[src/rtl/dnn_pkg.sv]
// Shared fixed-point helpers and types for the DNN output-side blocks.
// Latency: n/a (combinational functions only).
// Backpressure: n/a.
package dnn_pkg;

    localparam int DNN_CNT_W = 32;

    typedef logic [DNN_CNT_W-1:0] dnn_cnt_t;

    typedef enum logic {
        ST_IDLE = 1'b0,
        ST_RUN  = 1'b1
    } mon_state_t;

    function automatic logic [63:0] dnn_one(input int fb);
        return 64'd1 << fb;
    endfunction

    // Clamp a sign-extended activation into the unit interval [0, ONE].
    function automatic logic [63:0] clamp_unit(input logic signed [63:0] v, input int fb);
        logic [63:0] one;
        one = dnn_one(fb);
        if (v[63])
            return 64'd0;
        else if ($unsigned(v) > one)
            return one;
        else
            return $unsigned(v);
    endfunction

endpackage

[src/rtl/dnn_output_monitor_window_tally.sv]
// Sliding tally of correct cases over the last `window` finished cases.
// Latency: count updates on the edge after push.
// Backpressure: none; one push per cycle accepted, clr has priority.
module window_tally
    import dnn_pkg::*;
#(
    parameter int window = 100
) (
    input  logic                         clk,
    input  logic                         reset,
    input  logic                         push,
    input  logic                         bit_in,
    input  logic                         clr,
    output logic [$clog2(window+1)-1:0]  count
);

    localparam int PTR_W = $clog2(window);
    localparam int RC_W  = $clog2(window+1);
    localparam logic [PTR_W-1:0] PTR_LAST = PTR_W'(window - 1);

    logic [window-1:0] ring;
    logic [PTR_W-1:0]  wr_ptr;
    logic              evicted;

    assign evicted = ring[wr_ptr];

    always_ff @(posedge clk or posedge reset) begin
        if (reset) begin
            ring   <= '0;
            wr_ptr <= '0;
            count  <= '0;
        end else if (clr) begin
            ring   <= '0;
            wr_ptr <= '0;
            count  <= '0;
        end else if (push) begin
            ring[wr_ptr] <= bit_in;
            // Unfilled slots hold 0, so early evictions subtract nothing.
            count  <= count + RC_W'(bit_in) - RC_W'(evicted);
            wr_ptr <= (wr_ptr == PTR_LAST) ? '0 : wr_ptr + PTR_W'(1);
        end
    end

endmodule

[src/rtl/dnn_output_monitor.sv]
// Scores the one-neuron-per-clock DNN output stream: per-case verdict, L1 distance, lifetime and window stats.
// Latency: results and stats update on the edge sampling the last beat (cycle_index = cpc-1).
// Backpressure: none; the stream is consumed every cycle.
module dnn_output_monitor
    import dnn_pkg::*;
#(
    parameter int width     = 32,
    parameter int frac_bits = 21,
    parameter int cpc       = 18,
    parameter int n_out     = 16,
    parameter int window    = 100,
    parameter int cnt_w     = DNN_CNT_W
) (
    input  logic                                   clk,
    input  logic                                   reset,
    input  logic [$clog2(cpc)-1:0]                 cycle_index,
    input  logic                                   a_out,
    input  logic                                   y_out,
    input  logic [width-1:0]                       actL,
    input  logic                                   stats_clr,
    output logic                                   case_valid,
    output logic                                   case_error,
    output logic [frac_bits+1+$clog2(n_out)-1:0]   case_l1,
    output logic [cnt_w-1:0]                       num_cases,
    output logic [cnt_w-1:0]                       total_error,
    output logic [$clog2(window+1)-1:0]            recent_correct
);

    localparam int CI_W = $clog2(cpc);
    localparam int L1_W = frac_bits + 1 + $clog2(n_out);
    localparam logic [CI_W-1:0] LAST_IDX  = CI_W'(cpc - 1);
    localparam logic [CI_W-1:0] FIRST_BEAT = CI_W'(2);
    localparam logic [63:0] ONE64 = dnn_one(frac_bits);

    mon_state_t state, state_nxt;

    logic              err_acc;
    logic [L1_W-1:0]   l1_acc;

    logic signed [63:0] act_sx;
    logic [63:0]        clamp_full;
    logic [63:0]        dist_full;
    logic [L1_W-1:0]    beat_dist;
    logic               unused_dist_hi;

    logic              beat;
    logic              fin;
    logic              err_now;
    logic [L1_W-1:0]   l1_now;

    assign act_sx     = {{(64-width){actL[width-1]}}, actL};
    assign clamp_full = clamp_unit(act_sx, frac_bits);
    assign dist_full  = y_out ? (ONE64 - clamp_full) : clamp_full;
    // Distance is bounded by ONE, so the low bits carry the whole value.
    assign beat_dist      = dist_full[L1_W-1:0];
    assign unused_dist_hi = ^dist_full[63:L1_W];

    assign beat    = (state == ST_RUN) && (cycle_index >= FIRST_BEAT);
    assign fin     = beat && (cycle_index == LAST_IDX);
    assign err_now = err_acc | (a_out ^ y_out);
    assign l1_now  = l1_acc + beat_dist;

    always_comb begin
        state_nxt = state;
        case (state)
            ST_IDLE: if (cycle_index == '0) state_nxt = ST_RUN;
            ST_RUN:  state_nxt = ST_RUN;
            default: state_nxt = ST_IDLE;
        endcase
    end

    always_ff @(posedge clk or posedge reset) begin
        if (reset)
            state <= ST_IDLE;
        else
            state <= state_nxt;
    end

    always_ff @(posedge clk or posedge reset) begin
        if (reset) begin
            err_acc     <= 1'b0;
            l1_acc      <= '0;
            case_valid  <= 1'b0;
            case_error  <= 1'b0;
            case_l1     <= '0;
            num_cases   <= '0;
            total_error <= '0;
        end else begin
            case_valid <= fin;
            if (beat) begin
                if (fin) begin
                    err_acc <= 1'b0;
                    l1_acc  <= '0;
                end else begin
                    err_acc <= err_now;
                    l1_acc  <= l1_now;
                end
            end
            if (fin) begin
                case_error <= err_now;
                case_l1    <= l1_now;
            end
            // A coincident clear beats the finishing case for the statistics only.
            if (stats_clr) begin
                num_cases   <= '0;
                total_error <= '0;
            end else if (fin) begin
                num_cases   <= num_cases + cnt_w'(1);
                total_error <= total_error + cnt_w'(err_now);
            end
        end
    end

    window_tally #(
        .window (window)
    ) u_window_tally (
        .clk    (clk),
        .reset  (reset),
        .push   (fin),
        .bit_in (~err_now),
        .clr    (stats_clr),
        .count  (recent_correct)
    );

endmodule
[config.mk]
export PLATFORM = sky130hd
export DESIGN_NAME = dnn_output_monitor
export DESIGN_NICKNAME = d
export VERILOG_FILES = /design/src/rtl/dnn_pkg.sv /design/src/rtl/dnn_output_monitor_window_tally.sv /design/src/rtl/dnn_output_monitor.sv
export SDC_FILE = /design/constraint.sdc
export NUM_CORES = 1
export LEC_CHECK = 0
export BUFFER_PORTS_ARGS = -buffer_cell sky130_fd_sc_hd__buf_2
export CAP_MARGIN = 30
export CORE_MARGIN = 2
export CORE_UTILIZATION = 60
export DETAILED_ROUTE_END_ITERATION = 10
export PLACE_DENSITY = 0.79
export SLEW_MARGIN = 0
export SYNTH_ARGS = -nofsm -noshare
export SYNTH_HDL_FRONTEND = slang
export SYNTH_SLANG_ARGS = --single-unit
[constraint.sdc]
create_clock -name clk -period 9.85 [get_ports clk]
set_clock_uncertainty 0.15 [all_clocks]
set_input_delay 1.4775 -clock clk [delete_from_list [all_inputs] [get_ports clk]]
set_output_delay 1.4775 -clock clk [all_outputs]
set_load 0.05 [all_outputs]
==> out/results.txt <==
Outcome: finished, final reports clean
Die Y: 152 um
Total CTS buffers: 26
Switch Pwr: 0.582 mW
CORE AREA: 0.0216 mm2
Ys flop type: dfrtp_1
Row count: 54
Ys Warns: 0
Synth Instances: 1503
Synthesized cell area: 0.0131 mm2
Drt drc: 0
Global routing's busiest layer: met2
Number of enable flip-flop cells after synthesis: 0
Area grow syn2layout: 13.8%
Diodes inserted: 0
Gr usage total: 0.284
Critical Path End Type: flop
Starting Density: 0.607
Io pins: 141
Antenna viol nets, final: 0
Number of global-route vias before repair: 11400
Die Width: 152 um
Leading cell type in the layout, fill and taps excluded: dfrtp_1
WL/cell: 17.6 um
Met3 Usage GRT: 0.0436
Vias per cell: 6.18
Slew headroom: 0.305
GR Layer Usage met1: 0.387
Post-Syn Nets: 1586
Final hold violations: 0
# Post-CTS Setup Buffers: 0
HP Class: flop to flop
Req. time, crit path: 10.07 ns
# H-tree levels: 1
Synth cell types: 71
Crit path max fanout: 15
Post-cts repair resize count: 0
FFs w/ async S/R, synth: 1.00
Combinational Power Share: 0.100
Setup CP Type: input pin to flop
Sequential power share: 0.442
Internal power: 1.70 mW
CTS clk-pin slew, worst paths: 0.06 ns
Pre-antenna DRT Iters: 7
Via count: 11700
RSZ-0062 raised after global routing: false
Lkg Pwr: 6.66 nW
Max_cap viols: 0
Tcrit/Tclk final: 0.652
Register area share after synthesis: 0.447
Nets@finish: 1676
Clock Latency Late Sink: 0.53 ns
CTS Root Cell: clkbuf_16
Worst-Margin Slew: 1.04 ns
Share of layout cells above drive strength 1: 0.153
Clock Path Buffers: 3
Post-Route Utilization: 0.690
Placer Congestion: 0.938
Max Slew Vio Count: 0
Met2 Track Usage GR: 0.468
First-pass GRT wire length: 55.6 mm
Drt first-iter violations: 1077
Final setup fails: 0
Post-Route WL: 33.3 mm
Sink Count: 234
Commonest non-fill, non-tap cells in the layout: dfrtp_1 (234), nand2_1 (224), a21oi_1 (154)
# hold bufs at CTS: 0
Sw Share: 0.255
Full die area: 0.0231 mm2
CTS tree: yes
Global route total overflow: 0
Clock network fraction of design power: 0.459
Crit path arrival time: 6.64 ns
Avg Inst Size Synth: 8.73 um2
Max Clk Rate: 0.156 GHz
VDD IR max: 0.114 mV
DP HPWL: 21.1 mm
Antenna violations before repair: 0
TNS Setup: 0 ns
Pin count of the biggest net entering global routing: 108
Critical path launch point type: input pin
Pwr/cell area: 153 mW/mm2
Fin crit period: 6.42 ns
#FFs+latches synth: 234
Port bufs: 140
-- final cells by class --
type                    count  area (um2)
repair buffers            159         863
clock inverters            18         230
fillers                  1728        6700
multi-input cells        1145        6810
inverters                  27         109
well taps                 280         350
clock buffers              30         707
flip-flops and latches    234        5860
-- cells by family (layout without fill, tap and decap cells) --
group                    after synthesis  in the layout  synth area share
AND/OR/NAND/NOR                      597            597             0.218
AO/OA/AOI/OAI                        405            405             0.189
flip-flops                           234            234             0.447
buffers and inverters                124            234            0.0366
XOR/XNOR                              93             93            0.0621
adder cells (fa/ha/maj)               41             41            0.0403
multiplexers                           8              8           0.00773
other                                  1              1          0.000286
-- per-layer routing --
metal	routed length, um	share of wire
met1	14400	0.43
met4	846	0.025
met2	16100	0.48
met5	0	0
met3	2050	0.061
-- flip-flops by register name (all words and copies together), names as in the netlist --
name,flops
case_error,1
case_l1,26
case_valid,1
err_acc,1
l1_acc,26
num_cases,32
state,1
total_error,32
u_window_tally.count,7
u_window_tally.ring,100
u_window_tally.wr_ptr,7
-- cells in the mapped netlist (8+ instances only) --
library cell / count / area [um2]
nor3_1: 14 / 70.1
o21ai_0: 106 / 531
xor2_1: 61 / 534
clkbuf_1: 72 / 270
and2_1: 8 / 50.1
buf_1: 13 / 48.8
and3_1: 19 / 119
a22oi_1: 37 / 278
a22o_1: 25 / 219
nand3_1: 123 / 616
buf_2: 12 / 60.1
or3_1: 24 / 150
a21oi_1: 154 / 771
xnor2_1: 32 / 280
nor2_1: 101 / 379
o31ai_1: 8 / 60.1
ha_1: 39 / 488
dfrtp_1: 234 / 5860
o21a_1: 8 / 60.1
inv_1: 27 / 101
a21o_1: 8 / 60.1
nand4_1: 29 / 181
and4_1: 8 / 70.1
nand2_1: 225 / 845
-- critical path: stages --
cell	delay, ns
buf_2	0.14
or4_4	0.58
nor4_4	0.18
nand4b_1	0.17
a21oi_2	0.55
nand2_1	0.17
ha_1	0.28
nor2b_1	0.39
or2_2	0.29
o21ai_0	0.12
a21oi_1	0.19
ha_1	0.31
and2_1	0.19
a221o_1	0.32
o2111ai_1	0.22
o211ai_1	0.24
a211o_1	0.34
a21oi_1	0.18
xor2_1	0.19
o21ai_0	0.11
-- final timing paths --
kind,start,slack [ns],depth (start not counted),end
max in group asynchronous,reset,7.26,3,case_error
worst max register to register,u_window_tally.wr_ptr[2],4.47,19,u_window_tally.count[6]
min in group asynchronous,reset,0.92,2,u_window_tally.ring[19]
worst min-delay path,case_l1[16],0.33,2,case_l1[16]
worst max-delay path,actL[2],3.43,20,l1_acc[23]
worst min register to register,case_l1[16],0.33,2,case_l1[16]
-- power by group through the flow --
stage / combinational, mW / clock, mW / sequential, mW
CTS: 0.229 / 1.06 / 1.01
global placement: 0.221 / 0 / 1.03
finish: 0.228 / 1.05 / 1.01
global route: 0.252 / 1.10 / 1.01
detailed placement: 0.229 / 0 / 1.03
floorplan: 0.120 / 0 / 1.07
-- stage by stage --
stage	worst slack, ns	instances	total power [mW]	area [um2]	hold slack [ns]
2_1_floorplan	1.80	1503	1.19	13100	0.306
3_3_place_gp	3.16	1843	1.25	14000	0.307
3_5_place_dp	2.96	1845	1.25	14000	0.311
4_1_cts	3.50	1893	2.30	14900	0.331
5_1_grt	2.88	1893	2.36	14900	0.363
6_report	3.43	1893	2.29	14900	0.327
Power figures use the tool's default switching activity.
